$ cat src/rtl/count_fifo.sv
// Small FIFO buffering the free-running counter stream for a slower valid/ready consumer.
// One-cycle write-to-read latency; when full, incoming samples are dropped, flagged and counted.
module count_fifo #(
  parameter int WIDTH = 4,
  parameter int DEPTH = 4
) (
  input  logic                     clk,
  input  logic                     reset,
  input  logic                     in_valid,
  input  logic [WIDTH-1:0]         in_data,
  output logic                     in_ready,
  output logic                     out_valid,
  output logic [WIDTH-1:0]         out_data,
  input  logic                     out_ready,
  output logic [$clog2(DEPTH):0]   level,
  output logic                     full,
  output logic                     empty,
  output logic                     overflow,
  output logic [7:0]               dropped
);

  localparam int AW = $clog2(DEPTH);
  localparam int LW = AW + 1;
  localparam logic [LW-1:0] FULL_LEVEL = LW'(DEPTH);

  logic [WIDTH-1:0] mem [DEPTH];
  logic [AW-1:0]    wr_ptr;
  logic [AW-1:0]    rd_ptr;
  logic             push;
  logic             pop;
  logic             drop;

  // Status flags come from registered level only, so no input-to-output paths.
  assign full      = (level == FULL_LEVEL);
  assign empty     = (level == '0);
  assign in_ready  = !full;
  assign out_valid = !empty;
  assign out_data  = mem[rd_ptr];

  assign push = in_valid && in_ready;
  assign pop  = out_valid && out_ready;
  assign drop = in_valid && full;

  always_ff @(posedge clk or posedge reset) begin
    if (reset) begin
      for (int i = 0; i < DEPTH; i++) begin
        mem[i] <= '0;
      end
    end else if (push) begin
      mem[wr_ptr] <= in_data;
    end
  end

  always_ff @(posedge clk or posedge reset) begin
    if (reset) begin
      wr_ptr <= '0;
      rd_ptr <= '0;
    end else begin
      if (push) wr_ptr <= wr_ptr + AW'(1);
      if (pop)  rd_ptr <= rd_ptr + AW'(1);
    end
  end

  always_ff @(posedge clk or posedge reset) begin
    if (reset) begin
      level <= '0;
    end else begin
      case ({push, pop})
        2'b10:   level <= level + LW'(1);
        2'b01:   level <= level - LW'(1);
        default: level <= level;
      endcase
    end
  end

  // Loss bookkeeping is sticky; only reset clears it, and the count pins at 255.
  always_ff @(posedge clk or posedge reset) begin
    if (reset) begin
      overflow <= 1'b0;
      dropped  <= 8'd0;
    end else if (drop) begin
      overflow <= 1'b1;
      if (dropped != 8'hff) dropped <= dropped + 8'd1;
    end
  end

endmodule

$ cat config.mk
export PLATFORM = sky130hd
export DESIGN_NAME = count_fifo
export DESIGN_NICKNAME = d
export VERILOG_FILES = /design/src/rtl/count_fifo.sv
export SDC_FILE = /design/constraint.sdc
export NUM_CORES = 1
export LEC_CHECK = 0
export CELL_PAD_IN_SITES_DETAIL_PLACEMENT = 0
export CELL_PAD_IN_SITES_GLOBAL_PLACEMENT = 1
export CORE_MARGIN = 1.5
export CORE_UTILIZATION = 37
export CTS_CLUSTER_DIAMETER = 30
export DETAILED_ROUTE_END_ITERATION = 6
export GPL_TIMING_DRIVEN = 0
export HOLD_SLACK_MARGIN = 0.08
export PLACE_DENSITY = 0.74
export SYNTH_ARGS = -nofsm -noshare
export SYNTH_HDL_FRONTEND = slang
export SYNTH_SLANG_ARGS = --single-unit
$ cat constraint.sdc
create_clock -name clk -period 1.97 [get_ports clk]
set_clock_uncertainty 0.1 [all_clocks]
set_input_delay 0.2955 -clock clk [delete_from_list [all_inputs] [get_ports clk]]
set_output_delay 0.2955 -clock clk [all_outputs]
set_load 0.01 [all_outputs]
Word level (Yosys, flattened, before mapping)

Index checks and enable logic that the tools add are counted.

Reductions and logical operators: 9
Muxes and demuxes: 7
$add $sub $neg: 5
Bitwise gates (word level): 2
Order comparisons: 3
Eq/ne operators: 4

Operator list:

| cell                  | number |
|---|---|
| $bwmux W16            | 1 |
| $mux W4               | 3 |
| $add A8 B1 Y8 const B | 1 |
| $bmux W4 S2           | 1 |
| $demux W4 S2          | 1 |
| $ne A8 B8 Y1 const B  | 1 |
| $ge A3 B3 Y1 const B  | 2 |
| $not A2 Y3            | 2 |
| $pmux W3 S2           | 1 |
| $add A2 B1 Y2 const B | 2 |
| $logic_and A1 B1 Y1   | 4 |
| $add A3 B1 Y3 const B | 1 |
| $eq A3 B3 Y1 const B  | 1 |
| $logic_not A3 Y1      | 1 |
| $lt A3 B1 Y1 const B  | 1 |
| $sub A3 B1 Y3 const B | 1 |
| $eq A2 B1 Y1 const B  | 1 |
| $eq A2 B2 Y1 const B  | 1 |
| $logic_not A1 Y1      | 2 |
| $reduce_and A2 Y1     | 1 |
| $reduce_bool A2 Y1    | 1 |

Input port bits: 8
Register bits after elaboration: 32
Logic and storage cells: 39

Depth between registers and ports, before layout

Word-level depth: 6
Depth in mapped cells: 9

Least setup slack after synthesis

No wires, ideal clock.

Path type: flip-flop to flip-flop
From: register level[0]
To: register level[2]
Path buffers: 1
Path slack: -285 ps
Data required time: 1791 ps
Period minus slack after synthesis: 2255 ps
Data arrival time: 2076 ps
Cell stages (with the launch flop): 10
Cell sequence: dfrtp_1 or3b_1 buf_6 nand2_1 ha_1 inv_1 fa_1 xor2_1 nor2_1 xor2_1

Longest elaborated chain between the ends: 5
Elaborated cells on any way between the ends: 12
Those cells by class: add/sub (2); eq/ne (3); mux (1); reduce/logical (6)

RTL lines:

| what                                              | RTL line | source |
|---|---|---|
| from (decl)                                       | 15       | `output logic [$clog2(DEPTH):0] level,` |
| from (signal assigned)                            | 69       | `2'b10: level <= level + LW'(1);` |
| from (signal assigned)                            | 70       | `2'b01: level <= level - LW'(1);` |
| from (signal assigned)                            | 71       | `default: level <= level;` |
| $eq A3 B3 Y1 *                                    | 34       | `assign full = (level == FULL_LEVEL);` |
| $logic_not A1 Y1 *                                | 36       | `assign in_ready = !full;` |
| via in_ready                                      | 11       | `output logic in_ready,` |
| $logic_and A1 B1 Y1 *                             | 40       | `assign push = in_valid && in_ready;` |
| $eq A2 B1 Y1 or $eq A2 B2 Y1 (tied branches)      | 68       | `case ({push, pop})` |
| $pmux W3 S2 or $reduce_bool A2 Y1 (tied branches) | n/a      |  |

The timed path passes the listed nets; every way through them passes the cells marked *.
A chain may end at the register's enable or synchronous reset.

Worst setup path in the final report

From: register level[1]
To: register level[2]

Longest elaborated chain between the ends: 5
Elaborated cells on any way between the ends: 12
Those cells by class: add/sub (2); eq/ne (3); mux (1); reduce/logical (6)

RTL lines:

| what                                              | RTL line |
|---|---|
| $eq A3 B3 Y1 or $logic_not A3 Y1 (tied branches)  | 34, 35 |
| $logic_not A1 Y1 (on tied branches)               | 36, 37 |
| $logic_and A1 B1 Y1 (on tied branches)            | 40, 41 |
| $eq A2 B1 Y1 or $eq A2 B2 Y1 (tied branches)      | 68 |
| $pmux W3 S2 or $reduce_bool A2 Y1 (tied branches) | n/a |

Several ways; a longest one is shown, not always the timed one.

==> metrics.md <==
| Metric | Value |
|---|---|
| Outcome | `complete, but fails checks` |
| Failing checks | `negative setup slack` |
| Initial antenna violation count | `0` |
| Leak Pwr | `0.9314 nW` |
| Gr ovfl total | `0` |
| Row Count | `23` |
| Final core utilization | `51.65%` |
| CTS HTree Levels | `2` |
| GP Congestion | `0.8000` |
| CTS sink count | `32` |
| Worst min path class | `flip-flop to flip-flop` |
| Core Area | `0.004029 mm^2` |
| Critical path data required time | `2.08 ns` |
| Final WL | `3109 um` |
| Post-Synth Simple-Gate Area | `10.17%` |
| Setup WS pre-CTS | `-0.1905 ns` |
| Peak Freq | `0.4940 GHz` |
| Worst Slack Setup Final | `-0.05450 ns` |
| Die width | `67.99 um` |
| DP Wirelength | `2037 um` |
| Slew HR | `18.40%` |
| Kind of critical path | `flip-flop to flip-flop` |
| Startpoint type of the worst setup path | `flip-flop` |
| Largest net degree at the start of global routing | `33` |
| Setup Viol. Count Final | `1` |
| Clk_lat worst skew | `0.28 ns` |
| Final ANT Viol Nets | `0` |
| Worst setup EP type | `flip-flop` |
| Pwr dens | `1544 mW/mm^2` |
| Mapped Area | `0.001563 mm^2` |
| Reg-to-Reg End | `level[2]$_DFFE_PP0P_` |
| Worst-path fanout max | `3` |
| Post-Synthesis Cells | `119` |
| Sequential cell area | `803.3 um^2` |
| R2R Setup Slk | `-0.05 ns` |
| Avg Cell Area, Syn | `13.13 um^2` |
| Worst r2r src | `level[1]$_DFFE_PP0P_` |
| Yosys top cell by area | `dfrtp_1` |
| Critical Path Source | `level[1]$_DFFE_PP0P_` |
| Seq cells post-synth | `32` |
| Area of the multi-input gates | `733.2 um^2` |
| Die Area | `0.004623 mm^2` |
| Via density | `5.089` |
| Count of maximum capacitance violations | `0` |
| Compound-Gate Fraction of Synth Area | `3.603%` |
| Die height | `67.99 um` |
| Critical path arrival | `2.13 ns` |
| Iter 0 DRT Violations | `57` |
| Top cell type's share of synthesized area | `51.24%` |
| IO buf count | `27` |
| Setup crit end | `level[2]$_DFFE_PP0P_` |
| Vias in the first global route | `1,115` |
| Final count of hold timing violations | `0` |
| Drt drc | `0` |
| RSZ-0062 raised after global routing | `yes` |
| CTS Buf Count | `5` |
| Share of cells above drive strength 1 | `34.76%` |
| Area grow syn2layout | `33.15%` |
| Final Max Tran Viols | `0` |
| Adder-cell share of the synthesized area | `6.085%` |
| Layout filler cell count | `373` |
| Fin crit share | `102.8%` |
| Wire per inst | `14.53 um` |
| Worst Reg2Reg Path Length in Cells | `8` |
| Tmin final | `2.024 ns` |
| CTS max path bufs | `2` |
| Synthesis Warnings | `0` |
| Xor/xnor share of the synthesized area | `3.923%` |
| Largest family of logic cells by synthesized area | `multiplexers` |
| Nets@finish | `178` |
| Cell variety after synth | `29` |
| # IOs | `28` |
| Synthesized Nets | `134` |
| Least-Margin Pin Slew | `1.223 ns` |
| Global-route wire length before repair | `5133 um` |
| TritonRoute pass-1 iters | `4` |
| ANT cells | `0` |
| Reg clk slew, reported paths | `0.06 ns` |
| CTS tree | `built` |
| Final hold slack | `0.3682 ns` |
| Top cells by area, synth | `dfrtp_1 51%, mux2_2 14%, mux4_2 5.8%, ha_1 4.8%, xnor2_1 2.2%` |
| Starting density of the core | `38.79%` |
| Peak supply drop | `0.0007483 V` |
| CTS root buf | `clkbuf_8` |
| Multiplexer share of the synthesized area | `21.54%` |
| Total track usage | `15.60%` |
| Detailed-route via count | `1,089` |
| Sequential area share after synthesis | `51.24%` |
worst max-delay path, stage by stage (launching register included):
cell and delay, ns:
dfrtp_1 0.41, or3b_4 0.44, nand2_4 0.09, ha_4 0.14
inv_2 0.03, fa_2 0.32, xor2_1 0.14, nor2_1 0.12
xor2_1 0.15
kinds of logic (layout without fill, tap and decap cells):
group           Yosys count  count (layout)
mux                      26              26
compound gates            9               9
fa+ha+maj                 7               7
simple gates             26              26
flops                    32              32
buf+inv                  12              57
xor+xnor                  7               7
state kept, by name, indices dropped and copies added (netlist names):
register / count
dropped: 8
level: 3
overflow: 1
mem: 16
rd_ptr: 2
wr_ptr: 2
where the power goes:
group / internal [mW] / total, mW / switching, mW / leakage (nW)
logic: 0.915 / 1.50 / 0.582 / 0.495
registers: 0.960 / 1.20 / 0.242 / 0.385
clock network: 0.278 / 0.513 / 0.235 / 0.0510
Yosys cell counts:
cell and instances:
a21oi_1 4, a41oi_1 2, and3_1 4, and4_1 2, and4bb_2 1, buf_2 1, buf_6 1, clkbuf_1 1
dfrtp_1 32, fa_1 1, ha_1 6, inv_1 9, mux2_1 1, mux2_2 20, mux2i_1 1, mux4_2 4
nand2_1 5, nand2b_1 1, nand3_1 5, nand3_2 1, nand4_1 3, nor2_1 1, o21ai_0 2, o31a_1 1
or2_2 1, or3_1 1, or3b_1 1, xnor2_1 4, xor2_1 3
through the flow:
stage | power, mW | instances | TNS (ns) | instance area (um^2)
3_5_place_dp | 2.641 | 196 | -1.089 | 1919
2_1_floorplan | 2.052 | 119 | -0.1227 | 1587
6_report | 3.212 | 214 | -0.05450 | 2081
4_1_cts | 3.207 | 212 | -0.1032 | 2069
5_1_grt | 3.471 | 214 | -0.1920 | 2081
3_3_place_gp | 2.579 | 196 | -0.9672 | 1919
worst min-delay path by stage:
stage                         startpoint                      to  slack [ns]  depth (start not counted)
detailed placement  overflow$_DFFE_PP0P_    overflow$_DFFE_PP0P_        0.36                          1
global placement    overflow$_DFFE_PP0P_    overflow$_DFFE_PP0P_        0.35                          1
floorplan                          reset  dropped[0]$_DFFE_PP0P_        0.31                          1
CTS                 overflow$_DFFE_PP0P_    overflow$_DFFE_PP0P_        0.37                          1
global route        overflow$_DFFE_PP0P_    overflow$_DFFE_PP0P_        0.38                          1
finish              overflow$_DFFE_PP0P_    overflow$_DFFE_PP0P_        0.37                          1
what timing repair did:
item	in CTS	in global routing
buffers inserted	9	3
resized for setup	15	5
pin swaps	3	4
endpoints found under the setup margin	10	12
hold buffers	0	0
placed cells by master (no fill, tap or decap), drive strengths merged, types with 5 or more instances in the layout:
master	n
buf	15
clkbuf	6
clkdlybuf4s50	19
dfrtp	32
ha	6
inv	9
mux2	21
nand2	5
nand3	6
area by class of cell:
cell class,count,area share [%]
multi-input cells,75,35.24
flip-flops and latches,32,38.60
clock buffers,6,3.969
plain buffers,1,0.2405
inverters,9,1.624
repair buffers,39,16.84
well taps,50,3.007
clock inverters,2,0.4811
layer usage:
layer | track usage [%] | vias up | wire length [um] | share of wire, %
met4 | 8.250 | 0 | 53 | 1.7
met2 | 25.73 | 24 | 1591 | 51
met5 | 0 | - | 0 | 0
li1 | - | 515 | - | -
met3 | 3.947 | 7 | 121 | 3.9
met1 | 18.68 | 543 | 1343 | 43
Note: power is estimated with default switching activity, not from simulation.
